<file path="src/rtl/shift_operand_stage.sv">
// shift_operand_stage: two-entry skid-buffered register stage feeding the barrel shifter
module shift_operand_stage #(
  parameter int WIDTH = 32
) (
  input  logic             i_clk,
  input  logic             i_rst,
  input  logic             i_flush,
  input  logic             i_valid,
  output logic             o_ready,
  input  logic [WIDTH-1:0] i_data,
  input  logic [3:0]       i_fs,
  input  logic [3:0]       i_sel_a,
  input  logic [3:0]       i_opr_a,
  output logic             o_valid,
  input  logic             i_ready,
  output logic [WIDTH-1:0] o_data,
  output logic [3:0]       o_fs,
  output logic [3:0]       o_sel_a,
  output logic [3:0]       o_opr_a,
  output logic             o_is_shift
);
  typedef enum logic [1:0] {EMPTY, ONE, TWO} state_t;
  state_t state, state_n;
  logic [WIDTH-1:0] skid_data;
  logic [3:0] skid_fs, skid_sel_a, skid_opr_a;
  logic skid_is_shift;
  logic accept, pop, load_in, load_skid, promote;
  function automatic logic shift_code(input logic [3:0] fs);
    return fs inside {4'b1100, 4'b1110, 4'b1101, 4'b1111, 4'b0010,
                      4'b0100, 4'b0110, 4'b1000, 4'b1010};
  endfunction
  assign o_valid = state != EMPTY;
  assign accept = i_valid & o_ready;
  assign pop = o_valid & i_ready;
  always_comb begin
    state_n = state;
    load_in = 1'b0;
    load_skid = 1'b0;
    promote = 1'b0;
    if (!i_flush)
      case (state)
        EMPTY: begin
          state_n = accept ? ONE : EMPTY;
          load_in = accept;
        end
        ONE: begin
          state_n = accept ? (pop ? ONE : TWO) : (pop ? EMPTY : ONE);
          load_in = accept & pop;
          load_skid = accept & ~pop;
        end
        TWO: begin
          state_n = pop ? ONE : TWO;
          promote = pop;
        end
        default: state_n = EMPTY;
      endcase
    else
      state_n = EMPTY;
  end
  // ready is registered from the next state so it never depends on i_ready combinationally
  always_ff @(posedge i_clk or posedge i_rst) begin
    if (i_rst) begin
      state <= EMPTY;
      o_ready <= 1'b1;
    end else begin
      state <= state_n;
      o_ready <= state_n != TWO;
    end
  end
  always_ff @(posedge i_clk or posedge i_rst) begin
    if (i_rst) begin
      o_data <= '0;
      o_fs <= '0;
      o_sel_a <= '0;
      o_opr_a <= '0;
      o_is_shift <= 1'b0;
      skid_data <= '0;
      skid_fs <= '0;
      skid_sel_a <= '0;
      skid_opr_a <= '0;
      skid_is_shift <= 1'b0;
    end else begin
      if (load_in) begin
        o_data <= i_data;
        o_fs <= i_fs;
        o_sel_a <= i_sel_a;
        o_opr_a <= i_opr_a;
        o_is_shift <= shift_code(i_fs);
      end else if (promote) begin
        o_data <= skid_data;
        o_fs <= skid_fs;
        o_sel_a <= skid_sel_a;
        o_opr_a <= skid_opr_a;
        o_is_shift <= skid_is_shift;
      end
      if (load_skid) begin
        skid_data <= i_data;
        skid_fs <= i_fs;
        skid_sel_a <= i_sel_a;
        skid_opr_a <= i_opr_a;
        skid_is_shift <= shift_code(i_fs);
      end
    end
  end
endmodule

</file>
<file path="config.mk">
export PLATFORM = sky130hd
export DESIGN_NAME = shift_operand_stage
export DESIGN_NICKNAME = d
export VERILOG_FILES = /design/src/rtl/shift_operand_stage.sv
export SDC_FILE = /design/constraint.sdc
export NUM_CORES = 1
export LEC_CHECK = 0
export CORE_AREA = 2 2 125 127
export DETAILED_ROUTE_END_ITERATION = 16
export DIE_AREA = 0 0 127 129
export PLACE_DENSITY_LB_ADDON = 0.05
export SETUP_SLACK_MARGIN = 0.15
export SYNTH_ARGS = -nofsm -noshare
export SYNTH_HDL_FRONTEND = slang
export SYNTH_SLANG_ARGS = --single-unit
</file>
<file path="constraint.sdc">
create_clock -name i_clk -period 7.2 [get_ports i_clk]
set_input_delay 1.08 -clock i_clk [delete_from_list [all_inputs] [get_ports i_clk]]
set_output_delay 1.08 -clock i_clk [all_outputs]
set_load 0.05 [all_outputs]
</file>
==> Implementation_results.wiki <==
{| class="wikitable"
! Metric !! Value
|-
| Number of diodes added for antenna fixing || 0
|-
| Number of storage elements in the synthesis netlist || 93
|-
| R2R Setup Slk || 4.77 ns
|-
| Category of the worst setup path capture point || flop
|-
| H-tree levels || 3
|-
| Number of core rows || 45
|-
| Worst clock skew on the final layout || 0.00632 ns
|-
| Setup repair after global routing missed its margin || false
|-
| Clock buffer depth || 2
|-
| Post-synthesis area per instance || 16.8 um2
|-
| Number of sinks on the clock net || 93
|-
| Clock buffer count from CTS || 9
|-
| Most frequent standard cell in the layout excluding fill and tap cells || clkdlybuf4s50_1
|-
| Worst setup path class || in2reg
|-
| Width of the chip || 127 um
|-
| Power per cell area || 309 nW/um2
|-
| Wire length of the first global-routing pass || 14700 um
|-
| Cell leakage power || 0.00261 uW
|-
| Overall power consumption || 1790 uW
|-
| Required time of the critical path || 7.42 ns
|-
| Number of gates resized after cts || 0
|-
| Uppermost routed layer || met4
|-
| Worst supply voltage drop on vdd || 0.000136 V
|-
| Synth Cell Area || 4410 um2
|-
| Net count of the mapped netlist || 311
|-
| Critical R2R Launch || o_ready
|-
| Layout Nets || 406
|-
| Total setup buffers inserted after CTS || 0
|-
| Total instance count after detailed placement || 534
|-
| Routed wire per std cell || 16.7 um
|-
| TritonCTS clock tree || yes
|-
| Cell depth of the worst flop-to-flop path || 4
|-
| Hold Crit Class || reg2reg
|-
| Wire length on met1 || 4140 um
|-
| Multiplexer fraction of the synthesized cell area || 0.410
|-
| PortBufs || 95
|-
| Number of DRC markers in iteration 0 || 64
|-
| Simple-gate area share of the yosys netlist || 0.0156
|-
| CP Data Arrival Time || 3.35 ns
|-
| Ratio of cells with drive above 1 in the final layout || 0.429
|-
| Vias after detailed routing || 2466
|-
| Number of failing setup endpoints in the final timing report || 0
|-
| Achievable Freq || 0.319 GHz
|-
| Post-layout instance count excluding filler cells || 549
|-
| Sum of overflow across all layers after global routing || 0
|-
| Final critical delay including setup and external delays || 3.13 ns
|-
| Area growth from synthesis to layout || 31.3%
|-
| Setup_tns || 0 ns
|-
| Sequential share of the synthesized area || 0.528
|-
| Total count of hold-check failures in the final report || 0
|-
| Routed vias/inst || 4.49
|-
| Crit path launch || i_flush
|-
| Arithmetic-cell share of the synthesized area counting full adders, half adders and majority gates || 0
|-
| Post-detailed-routing wire length || 9170 um
|-
| Die boundary height || 129 um
|-
| Final Cycle Share || 0.435
|-
| Final antenna-violating net count || 0
|-
| DIE AREA || 16400 um2
|-
| Reg-to-reg endpoint || skid_data[24]
|-
| Final estimated routing congestion in global placement || 0.667
|-
| Worst Tran Pin Value || 0.950 ns
|-
| Slew Limit Fails || 0
|-
| Core area || 15000 um2
|-
| Commonest cells after routing, fill and taps aside || 95 x clkdlybuf4s50_1, 92 x dfrtp_1, 78 x mux2_4
|-
| Worst hold path stage count || 1
|-
| Dominant combinational cell family by area after synthesis || multiplexers
|-
| Count of mapped cells out of synthesis || 262
|-
| Met3 wire len || 544 um
|-
| Clock tree root driver cell || clkbuf_16
|-
| Clock transition at the register clock pins on the worst setup and hold paths after CTS || 0.06 ns
|-
| Least setup slack across all paths after layout || 4.07 ns
|-
| Hold buffers post-CTS || 0
|-
| Number of global-route vias before repair || 2616
|-
| Crit start category || input port
|-
| Clock network latency to the later pin of the worst-skew pair || 0.34 ns
|-
| Top Ports || 96
|-
| Global router's overall resource usage || 0.118
|-
| Met2 wire len || 4370 um
|-
| End point of the critical path || skid_data[24]
|-
| Slew margin rel. || 0.367
|-
| DP HPWL || 5490 um
|-
| Result of the run || finished, final reports clean
|-
| Starting density of the core || 0.294
|-
| Critical path peak fanout || 27
|-
| Number of warnings printed during yosys synthesis || 0
|-
| Pre-Repair DR Iteration Count || 3
|-
| MaxCap Viol Count || 0
|-
| XOR/XNOR share of the synthesized area || 0
|-
| Minimum setup slack after placement || 3.64 ns
|-
| Compound-Gate Fraction of Synth Area || 0.0102
|-
| Initial antenna violation count || 0
|-
| DRC errors left || 0
|-
| Number of distinct library cells after synthesis || 25
|-
| Largest net degree at the start of global routing || 52
|}
-- synth_stat cells --
cell	count	area (um2)
dfrtp_1	92	2300
mux2_4	78	1170
mux2_2	54	608
buf_6	5	56.3
buf_4	4	30.0
inv_1	4	15.0
buf_8	3	45.0
mux2i_1	3	30.0
buf_2	2	10.0
nand2_1	2	7.51
a21o_1	1	7.51
a21oi_1	1	5.00
and3_1	1	6.26
and4bb_1	1	12.5
and4bb_2	1	12.5
dfstp_2	1	26.3
nand2_2	1	6.26
nand3_1	1	5.00
nor3_1	1	5.00
o21ai_0	1	5.00
o311a_1	1	10.0
o31a_2	1	10.0
o31ai_1	1	7.51
or2_2	1	6.26
or2b_1	1	7.51
-- flip-flops by register name, summed over array words and instances (netlist names) --
register       cells
o_data            32
skid_data         32
o_fs               4
o_opr_a            4
o_sel_a            4
skid_fs            4
skid_opr_a         4
skid_sel_a         4
state              2
o_is_shift         1
o_ready            1
skid_is_shift      1
-- critical path: stages --
cell             delay [ns]
clkdlybuf4s50_1        0.43
and4bb_2               0.36
nand3_2                0.63
buf_4                  0.51
mux2_2                 0.31
-- per-layer routing --
metal,global-route usage,vias up
met3,0.0482,5
met2,0.187,61
li1,-,1127
met4,0.0349,0
met1,0.150,1273
met5,0,-
-- worst min path at each step --
stage	from	to	slack, ns
5_1_grt	skid_sel_a[3]	skid_sel_a[3]	0.52
3_5_place_dp	skid_data[28]	skid_data[28]	0.49
2_1_floorplan	skid_data[26]	skid_data[26]	0.47
6_report	skid_data[15]	skid_data[15]	0.50
3_3_place_gp	skid_data[26]	skid_data[26]	0.48
4_1_cts	skid_data[1]	skid_data[1]	0.51
-- metrics by stage --
step | utilization | instance area [um2] | hold WS [ns]
after floorplan | - | 4410 | 0.474
after global placement | 0.367 | 5490 | 0.485
after detailed placement | 0.367 | 5490 | 0.489
after CTS | 0.386 | 5790 | 0.508
after global routing | 0.386 | 5790 | 0.519
final | 0.386 | 5790 | 0.505
-- report_power, final --
part / switching, uW / internal (uW)
sequential: 65.1 / 649
combinational: 294 / 300
clock: 191 / 287
total: 551 / 1240
-- cell families (layout without fill, tap and decap cells) --
logic type	Yosys count	in the layout
AND/OR/NAND/NOR	10	10
buffers and inverters	18	117
AO/OA/AOI/OAI	6	6
flip-flops	93	93
multiplexers	135	135
-- area by class of cell --
class                      count  area [um2]
tap                          188         235
timing repair buffer          98         973
clock buffer                  14         264
fill                        1425        9190
clock inverter                 1        30.0
inverter                       4        17.5
multi-input combinational    151        1940
sequential                    93        2330
Note: power is estimated with default switching activity, not from simulation.
